`src/rtl/uigr_pkg.sv`:
```
// Shared definitions for the LED arbiter: pattern codes, port indices, FSM encoding.
package uigr_pkg;

  localparam logic [3:0] PAT_NONE        = 4'd0;
  localparam logic [3:0] PAT_50HZ        = 4'd1;
  localparam logic [3:0] PAT_60HZ        = 4'd2;
  localparam logic [3:0] PAT_CARTRIDGE   = 4'd3;
  localparam logic [3:0] PAT_TIMEOUT_ON  = 4'd4;
  localparam logic [3:0] PAT_TIMEOUT_OFF = 4'd5;
  localparam logic [3:0] PAT_D4_ON       = 4'd6;
  localparam logic [3:0] PAT_D4_OFF      = 4'd7;
  localparam logic [3:0] PAT_LOCKED      = 4'd8;
  localparam logic [3:0] PAT_UNLOCKED    = 4'd10;

  localparam int NUM_PORTS   = 3;
  localparam int PORT_RST    = 0;
  localparam int PORT_PAD    = 1;
  localparam int PORT_STATUS = 2;

  typedef enum logic [2:0] {
    ST_IDLE  = 3'd0,
    ST_LOAD  = 3'd1,
    ST_START = 3'd2,
    ST_PLAY  = 3'd3,
    ST_GAP   = 3'd4
  } arb_state_t;

  function automatic int max_int(input int a, input int b);
    return (a > b) ? a : b;
  endfunction

  function automatic logic [2:0] lowest_onehot(input logic [2:0] v);
    return v & (~v + 3'd1);
  endfunction

endpackage

```
`src/rtl/uigr_req_slot.sv`:
```
// One requester slot: latches pattern, holds pending, acks one cycle after req.
// A new nonzero request always beats a same-cycle clear so it is never lost.
module uigr_req_slot (
  input  logic       clk,
  input  logic       rst_n,
  input  logic       req,
  input  logic [3:0] req_pattern,
  input  logic       clr,
  output logic       ack,
  output logic       pending,
  output logic [3:0] pattern
);
  import uigr_pkg::*;

  logic       ack_q, ack_d;
  logic       pending_q, pending_d;
  logic [3:0] pattern_q, pattern_d;

  always_comb begin
    ack_d     = req;
    pending_d = pending_q;
    pattern_d = pattern_q;
    if (req && (req_pattern != PAT_NONE)) begin
      pending_d = 1'b1;
      pattern_d = req_pattern;
    end else if (clr) begin
      pending_d = 1'b0;
    end
  end

  always_ff @(posedge clk or negedge rst_n) begin
    if (!rst_n) begin
      ack_q     <= 1'b0;
      pending_q <= 1'b0;
      pattern_q <= PAT_NONE;
    end else begin
      ack_q     <= ack_d;
      pending_q <= pending_d;
      pattern_q <= pattern_d;
    end
  end

  assign ack     = ack_q;
  assign pending = pending_q;
  assign pattern = pattern_q;

endmodule

```
`src/rtl/uigr_led_arbiter.sv`:
```
// LED pattern arbiter: three request slots share one LED driver, lowest port wins, port 0 preempts.
// Idle req at T gives drv_rst at T+2; ports 1/2 wait for the current pattern plus an idle gap.
module uigr_led_arbiter #(
  parameter int GAP_TICKS     = 4,
  parameter int START_TIMEOUT = 16
) (
  input  logic        clk,
  input  logic        rst_n,
  input  logic [2:0]  req,
  input  logic [11:0] req_pattern,
  output logic [2:0]  ack,
  output logic [2:0]  pending,
  output logic [2:0]  active,
  output logic [3:0]  drv_pattern,
  output logic        drv_rst,
  input  logic        drv_busy
);
  import uigr_pkg::*;

  localparam int CNT_W = $clog2(max_int(GAP_TICKS, START_TIMEOUT) + 1);

  arb_state_t       state_q, state_d;
  logic [CNT_W-1:0] cnt_q, cnt_d;
  logic [2:0]       active_q, active_d;
  logic [3:0]       drv_pattern_q, drv_pattern_d;
  logic             drv_rst_q, drv_rst_d;

  logic [2:0] slot_clr;
  logic [3:0] slot_pat [NUM_PORTS];
  logic       load_en;
  logic [2:0] load_sel;
  logic       preempt;

  for (genvar g = 0; g < NUM_PORTS; g++) begin : g_slot
    uigr_req_slot u_slot (
      .clk         (clk),
      .rst_n       (rst_n),
      .req         (req[g]),
      .req_pattern (req_pattern[4*g +: 4]),
      .clr         (slot_clr[g]),
      .ack         (ack[g]),
      .pending     (pending[g]),
      .pattern     (slot_pat[g])
    );
  end

  // The winner's pending bit drops at the end of its LOAD cycle.
  assign slot_clr = (state_q == ST_LOAD) ? active_q : 3'b000;
  assign preempt  = pending[PORT_RST] && !active_q[PORT_RST];

  always_comb begin
    state_d       = state_q;
    cnt_d         = cnt_q;
    active_d      = active_q;
    drv_pattern_d = drv_pattern_q;
    drv_rst_d     = 1'b0;
    load_en       = 1'b0;
    load_sel      = 3'b000;

    case (state_q)
      ST_IDLE: begin
        if (|pending) begin
          load_en  = 1'b1;
          load_sel = lowest_onehot(pending);
        end
      end
      ST_LOAD: state_d = ST_START;
      ST_START: begin
        if (preempt) begin
          load_en  = 1'b1;
          load_sel = 3'b001;
        end else if (drv_busy) begin
          state_d = ST_PLAY;
        end else if (int'(cnt_q) + 1 >= START_TIMEOUT) begin
          state_d = ST_GAP;
        end else if (cnt_q != '1) begin
          cnt_d = cnt_q + 1'b1;
        end
      end
      ST_PLAY: begin
        if (preempt) begin
          load_en  = 1'b1;
          load_sel = 3'b001;
        end else if (!drv_busy) begin
          state_d = ST_GAP;
        end
      end
      ST_GAP: begin
        if (drv_busy) begin
          cnt_d = '0;
        end else if (int'(cnt_q) + 1 >= GAP_TICKS) begin
          state_d = ST_IDLE;
        end else if (cnt_q != '1) begin
          cnt_d = cnt_q + 1'b1;
        end
      end
      default: state_d = ST_IDLE;
    endcase

    if (load_en) begin
      state_d   = ST_LOAD;
      active_d  = load_sel;
      drv_rst_d = 1'b1;
      for (int i = 0; i < NUM_PORTS; i++) begin
        if (load_sel[i]) drv_pattern_d = slot_pat[i];
      end
    end

    if (state_d != state_q) cnt_d = '0;
    if ((state_d == ST_GAP) || (state_d == ST_IDLE)) active_d = 3'b000;
  end

  always_ff @(posedge clk or negedge rst_n) begin
    if (!rst_n) begin
      state_q       <= ST_IDLE;
      cnt_q         <= '0;
      active_q      <= 3'b000;
      drv_pattern_q <= PAT_NONE;
      drv_rst_q     <= 1'b0;
    end else begin
      state_q       <= state_d;
      cnt_q         <= cnt_d;
      active_q      <= active_d;
      drv_pattern_q <= drv_pattern_d;
      drv_rst_q     <= drv_rst_d;
    end
  end

  assign active      = active_q;
  assign drv_pattern = drv_pattern_q;
  assign drv_rst     = drv_rst_q;

endmodule

```
`config.mk`:
```
export PLATFORM = sky130hd
export DESIGN_NAME = uigr_led_arbiter
export DESIGN_NICKNAME = d
export VERILOG_FILES = /design/src/rtl/uigr_pkg.sv /design/src/rtl/uigr_req_slot.sv /design/src/rtl/uigr_led_arbiter.sv
export SDC_FILE = /design/constraint.sdc
export NUM_CORES = 1
export LEC_CHECK = 0
export ABC_CLOCK_PERIOD_IN_PS = 6000
export CAP_MARGIN = 20
export CORE_MARGIN = 10
export CORE_UTILIZATION = 55
export CTS_CLUSTER_DIAMETER = 30
export DETAILED_ROUTE_END_ITERATION = 12
export GPL_TIMING_DRIVEN = 1
export PLACE_DENSITY = 0.91
export SYNTH_ARGS = -nofsm -noshare
export SYNTH_HDL_FRONTEND = slang
export SYNTH_SLANG_ARGS = --single-unit
export TNS_END_PERCENT = 50
```
`constraint.sdc`:
```
create_clock -name clk -period 6 [get_ports clk]
set_clock_uncertainty 0.15 [all_clocks]
set_input_delay 0.9 -clock clk [delete_from_list [all_inputs] [get_ports clk]]
set_output_delay 0.9 -clock clk [all_outputs]
set_load 0.02 [all_outputs]
```
After elaboration in Yosys (flattened, before gate mapping)
Index checks and enable logic that the tools add are counted.
{ "classes": {"n_eq_ne": 11, "reduce_logical": 21, "order_cmp": 2, "add_sub_neg": 3, "bitwise_logic": 2, "mux": 36} }
{ "op_table": {"columns": ["op", "n"], "rows": [
  ["$mux 3", 12],
  ["$mux 5", 7],
  ["$ge 32x6->1 const B", 1],
  ["$pmux 3 s5", 1],
  ["$mux 4", 3],
  ["$reduce_bool 4->1", 3],
  ["$mux 1", 10],
  ["$pmux 5 s2", 1],
  ["$ne 3x3->1 const B", 3],
  ["$reduce_bool 2->1", 4],
  ["$add 5x1->6 const B", 1],
  ["$eq 3x2->1 const B", 2],
  ["$eq 3x3->1 const B", 2],
  ["$ge 6x3->1 const B", 1],
  ["$logic_not 3->1", 2],
  ["$pmux 3 s2", 1],
  ["$reduce_bool 3->1", 2],
  ["$add 5x1->5 const B", 1],
  ["$ne 5x5->1 const B", 1],
  ["$reduce_and 5->1", 1],
  ["$logic_and 1x1->1", 4],
  ["$ne 4x4->1 const B", 1],
  ["$add 3x1->3 const B", 1],
  ["$and 3x3->3", 1],
  ["9 further kinds", 9]
]} }
{ "totals": {"output_inout_bits": 14, "register_bits": 34, "in_bits": 18, "word_cells": 89} }

Logic depth before layout (Yosys ltp)
{ "logic_depth": {"depth_word": 10, "depth_mapped": 8, "mapped_depth_nobuf": 8} }

Hierarchy
From an unflattened synthesis, not the netlist that was laid out.
{ "hier_totals": {"hier_cells": 179, "hier_area_um2": 1876.8} }
{ "modules_own_cells": {"columns": ["mod", "seq_area_each_um2", "area_per_inst_um2", "instances", "cells_each"], "rows": [
  ["uigr_led_arbiter", 400.4, 1129.8, 1, 125],
  ["uigr_req_slot", 150.1, 249.0, 3, 18]
]} }

Worst setup path before layout
OpenSTA, ideal clock, no wires.
{ "synth_timing": {"kind": "input-to-reg", "start": "input port drv_busy", "end": "register cnt_q[2]", "path_buffers": 0, "required_ns": 5.731, "stages": 5, "slack_ns": 3.706, "arrival_ns": 2.025, "path_cell_list": "or4_4 -> a21oi_2 -> o211ai_1 -> xnor2_1 -> and2_1"} }
{ "synth_via": {"elab_chain_len": 7, "elab_cells_between_ends": 17} }
{ "synth_lines": {"columns": ["element", "line_no", "text"], "rows": [
  ["from (decl)", "uigr_led_arbiter.sv:16", "input logic drv_busy"],
  ["$mux 3 (on tied branches)", "uigr_led_arbiter.sv:84, uigr_led_arbiter.sv:72", null],
  ["$mux 3 (on tied branches)", "uigr_led_arbiter.sv:81, uigr_led_arbiter.sv:69", null],
  ["$pmux 3 s5", "uigr_led_arbiter.sv:60", "case (state_q)"],
  ["$mux 3", "uigr_led_arbiter.sv:100", "if (load_en) begin"],
  ["$ne 3x3->1", "uigr_led_arbiter.sv:109", "if (state_d != state_q) cnt_d = '0;"],
  ["$ne 4x4->1 (no line), or another cell as far along", null, null],
  ["$reduce_and 5->1 (no line)", null, null],
  ["to (signal assigned)", "uigr_led_arbiter.sv:122", "cnt_q <= cnt_d;"],
  ["to (decl)", "uigr_led_arbiter.sv:23", "logic [CNT_W-1:0] cnt_q, cnt_d;"]
]} }
Several ways; a longest one is shown, not always the timed one.
A chain may end at the register's enable or synchronous reset.

Worst setup path after layout
{ "layout_timing": {"start": "input port drv_busy", "end": "register cnt_q[3]"} }
The elaborated chain is that of the path after synthesis.

==> reports/qor.yml <==
run_status:
  run_status: "finished clean"
power:
  power_switching_uw: 324.2
  pwr-share-clk: 0.196
  ir_drop_uv: 299.7
  p_int_uw: 531.7
  power_frac_seq: 0.400
  p_leak_uw: 0.0009811
  netSwitchingFraction: 0.3788
  pwr-share-comb: 0.403
  powerDensity_nw_per_um2: 401.2
placed_design:
  placed_cells_incl_taps: 242
  pre_cts_ws_ns: 3.073
  gp_congestion: 0.9185
  port_buffers: 31
  dp_hpwl_um: 2990
global_routing:
  grt_use_met3: 0.05071
  grtUsageMet1: 0.1490
  grt_max_degree: 35
  antenna_found_initial: 0
  grt_pass1_wl_um: 6803
  gr-total-overflow: 0
  track_usage: 0.1409
  top_usage_layer: "met2"
  first_global_vias: 1481
  grtUsageMet2: 0.2432
sta:
  fin_ws_ns: 3.401
  setup_viol: 0
  fin_crit_sh: 0.4331
  clock.fmax_mhz: 384.8
  period_needed_ns: 2.599
  tns_ns: 0
  worst_pin_slew_ns: 0.8326
  rsz0062_at_grt: "false"
  maxSlewHeadroom: 0.4377
  finalHoldViolCount: 0
  maxSlewViolCount: 0
clock_network:
  cts_tree: "done"
  cts_buffers: 5
  cts_root_buf: "clkbuf_4"
  clk_latency_ns: 0.34
  cts_resized: 0
  postCtsHoldBufs: 0
  htree_levels: 2
  clockBufferDepth: 2
  clock_sinks: 34
  cts_setup_buffers: 0
  clk_pin_slew_ns: 0.11
logic_synthesis:
  synth_edf_count: 0
  synth_area_um2: 1744
  synth-simple-area-share: 0.1908
  yosys.area_share.adder: 0.02869
  yosysTopAreaCell: "dfrtp_1"
  synth_top_family_by_area: "simple AND/OR/NAND/NOR gates"
  synth_top_area_share: 0.4878
  synth.area.top_cells: "dfrtp_1 (49%), nand2_1 (8.8%), buf_4 (3.0%)"
  synth_nets: 197
  synth-xor-area-share: 0.02009
  synthDistinctLibCells: 42
  seq_area_frac_synth: 0.4878
  async_flop_share: 1.000
  synthMuxAreaShare: 0.05452
  synth_cells: 175
  synth_compound_area_frac: 0.1693
  ys.flop_type: "dfrtp_1"
  synth.avg_cell_area_um2: 9.967
  ys.warnings.count: 0
  synth-seq-cells: 34
route:
  drcViolationCount: 0
  firstDrtPassIters: 4
  num_vias: 1423
  drt_iter0_drc: 132
  wl_per_cell_um: 15.86
  detail-route-antenna-nets: 0
  viasPerCell: 5.692
  routed_wl_um: 3966
die:
  std_cell_rows: 20
  initial_core_util: 0.5713
  die_h_um: 76.32
  pin_count: 32
  core_area_um2: 3053
  fp.dieW_um: 76.32
  die-area_um2: 5824
cells_and_area:
  finalNonFillerCells: 250
  final_layout_size_suffix_gt1_frac: 0.1165
  n_fill_cell: 248
  final_nets: 227
  syn2layout_area_growth_pct: 22.31
  diodes: 0
critical_path:
  slowest_delay_ns: 0.56
  crit_buf_inv: 1
  r2r_end: "cnt_q[1]"
  r2r-start: "cnt_q[0]"
  cp_data_arrival_time_ns: 2.69
  critPathMaxFanout: 6
  r2r_setup_slack_ns: 3.44
  critical_path_class: "input port to register"
  crit_start: "drv_busy"
  path_depth: 6
  worst_setup_path_end_kind: "register"
  crit_family: "simple AND/OR/NAND/NOR gates"
  crit_end: "cnt_q[3]"
  r2r_cells: 7
  crit_required_ns: 6.09
  crit_chain: "clkdlybuf4s50_1 -> or4_4 -> a21oi_2 -> o211ai_1 -> xnor2_1 -> and2_1"
  cp_slowest_cell: "or4_4"
  start_kind: "input port"
min_path:
  min_path_type: "register to register"
job:
  maxCapViolCount: 0
## worst min-delay path, delay by kind of cell (launching register included)
kind	cells	cell delay, ns
and+or+nand+nor	2	0.11
DFF	1	0.36
## cells in the mapped netlist, types with 2 or more instances
cell,number
xnor2_1,3
nor2_1,8
mux2i_1,5
o211ai_1,5
a22o_1,3
a21oi_1,9
and2_1,2
nand2b_1,3
dfrtp_1,34
buf_2,2
nand3_1,5
mux2_2,4
nand2_1,41
o21ai_0,6
ha_1,4
inv_1,6
buf_4,7
o41ai_1,3
a21boi_2,2
## sequential cells by signal, indices dropped and copies added (netlist names)
| register | flops |
|---|---|
| active | 3 |
| cnt_q | 5 |
| drv_pattern | 4 |
| drv_rst | 1 |
| g_slot.u_slot.ack | 3 |
| g_slot.u_slot.pattern | 12 |
| g_slot.u_slot.pending | 3 |
| state_q | 3 |
## per-layer routing
metal | up-vias | wire [µm] | part of all wire
met2 | 49 | 2110 | 0.53
met4 | 0 | 78 | 0.020
li1 | 673 | - | -
met3 | 6 | 235 | 0.059
met5 | - | 0 | 0
met1 | 695 | 1541 | 0.39
## worst min-delay path by stage
stage               slack [ns]                     endpoint                   startpoint  cells after the start
CTS                       0.35  g_slot[1].u_slot.pattern[0]  g_slot[1].u_slot.pattern[0]                      2
global route              0.38  g_slot[1].u_slot.pattern[2]  g_slot[1].u_slot.pattern[2]                      1
floorplan                 0.29  g_slot[1].u_slot.pattern[0]  g_slot[1].u_slot.pattern[0]                      2
detailed placement        0.32  g_slot[1].u_slot.pattern[0]  g_slot[1].u_slot.pattern[0]                      2
global placement          0.31  g_slot[1].u_slot.pattern[0]  g_slot[1].u_slot.pattern[0]                      2
finish                    0.35  g_slot[0].u_slot.pattern[3]  g_slot[0].u_slot.pattern[3]                      2
## placed cells by master, fill, tap and decap left out, types with 2 or more instances in the layout
master	netlist	layout
and2_1	2	2
nand2b_1	3	3
o41ai_1	3	3
a21boi_2	2	2
dfrtp_1	34	34
o21ai_0	6	6
nand2_1	41	41
a22o_1	3	3
ha_1	4	4
clkdlybuf4s50_1	0	31
xnor2_1	3	3
mux2i_1	5	5
a21oi_1	9	9
o211ai_1	5	5
inv_1	6	6
clkbuf_4	0	5
nor2_1	8	8
nand3_1	5	5
mux2_2	4	4
## area by class of cell
cell class | count | area, µm² | share of cell area
inverters | 6 | 22.52 | 0.01056
flip-flops and latches | 34 | 850.8 | 0.3988
clock inverters | 2 | 37.54 | 0.01760
clock buffers | 6 | 41.29 | 0.01935
well taps | 44 | 55.05 | 0.02581
repair buffers | 32 | 317.8 | 0.1490
multi-input cells | 126 | 808.3 | 0.3789
## through the flow
step	hold WS [ns]	total power (µW)	util	instance area, µm²
final	0.3470	855.9	0.6988	2133
after global routing	0.3792	909.1	0.6988	2133
after CTS	0.3451	861.0	0.6988	2133
after detailed placement	0.3188	691.5	0.6730	2054
after global placement	0.3069	673.2	0.6730	2054
after floorplan	0.2950	575.1	-	1744
## power groups by stage
| stage | clock network [µW] | logic [µW] | registers (µW) |
|---|---|---|---|
| 6_report | 168 | 345 | 343 |
| 5_1_grt | 184 | 373 | 352 |
| 4_1_cts | 171 | 348 | 342 |
| 3_5_place_dp | 0 | 345 | 347 |
| 3_3_place_gp | 0 | 331 | 342 |
| 2_1_floorplan | 0 | 235 | 340 |
## logic make-up (layout without fill, tap and decap cells)
logic type,count (synthesis),after routing
fa+ha+maj,4,4
simple gates,70,70
xor+xnor,4,4
flops,34,34
mux,9,9
buf+inv,15,46
compound gates,39,39
Note: power is estimated with default switching activity, not from simulation.
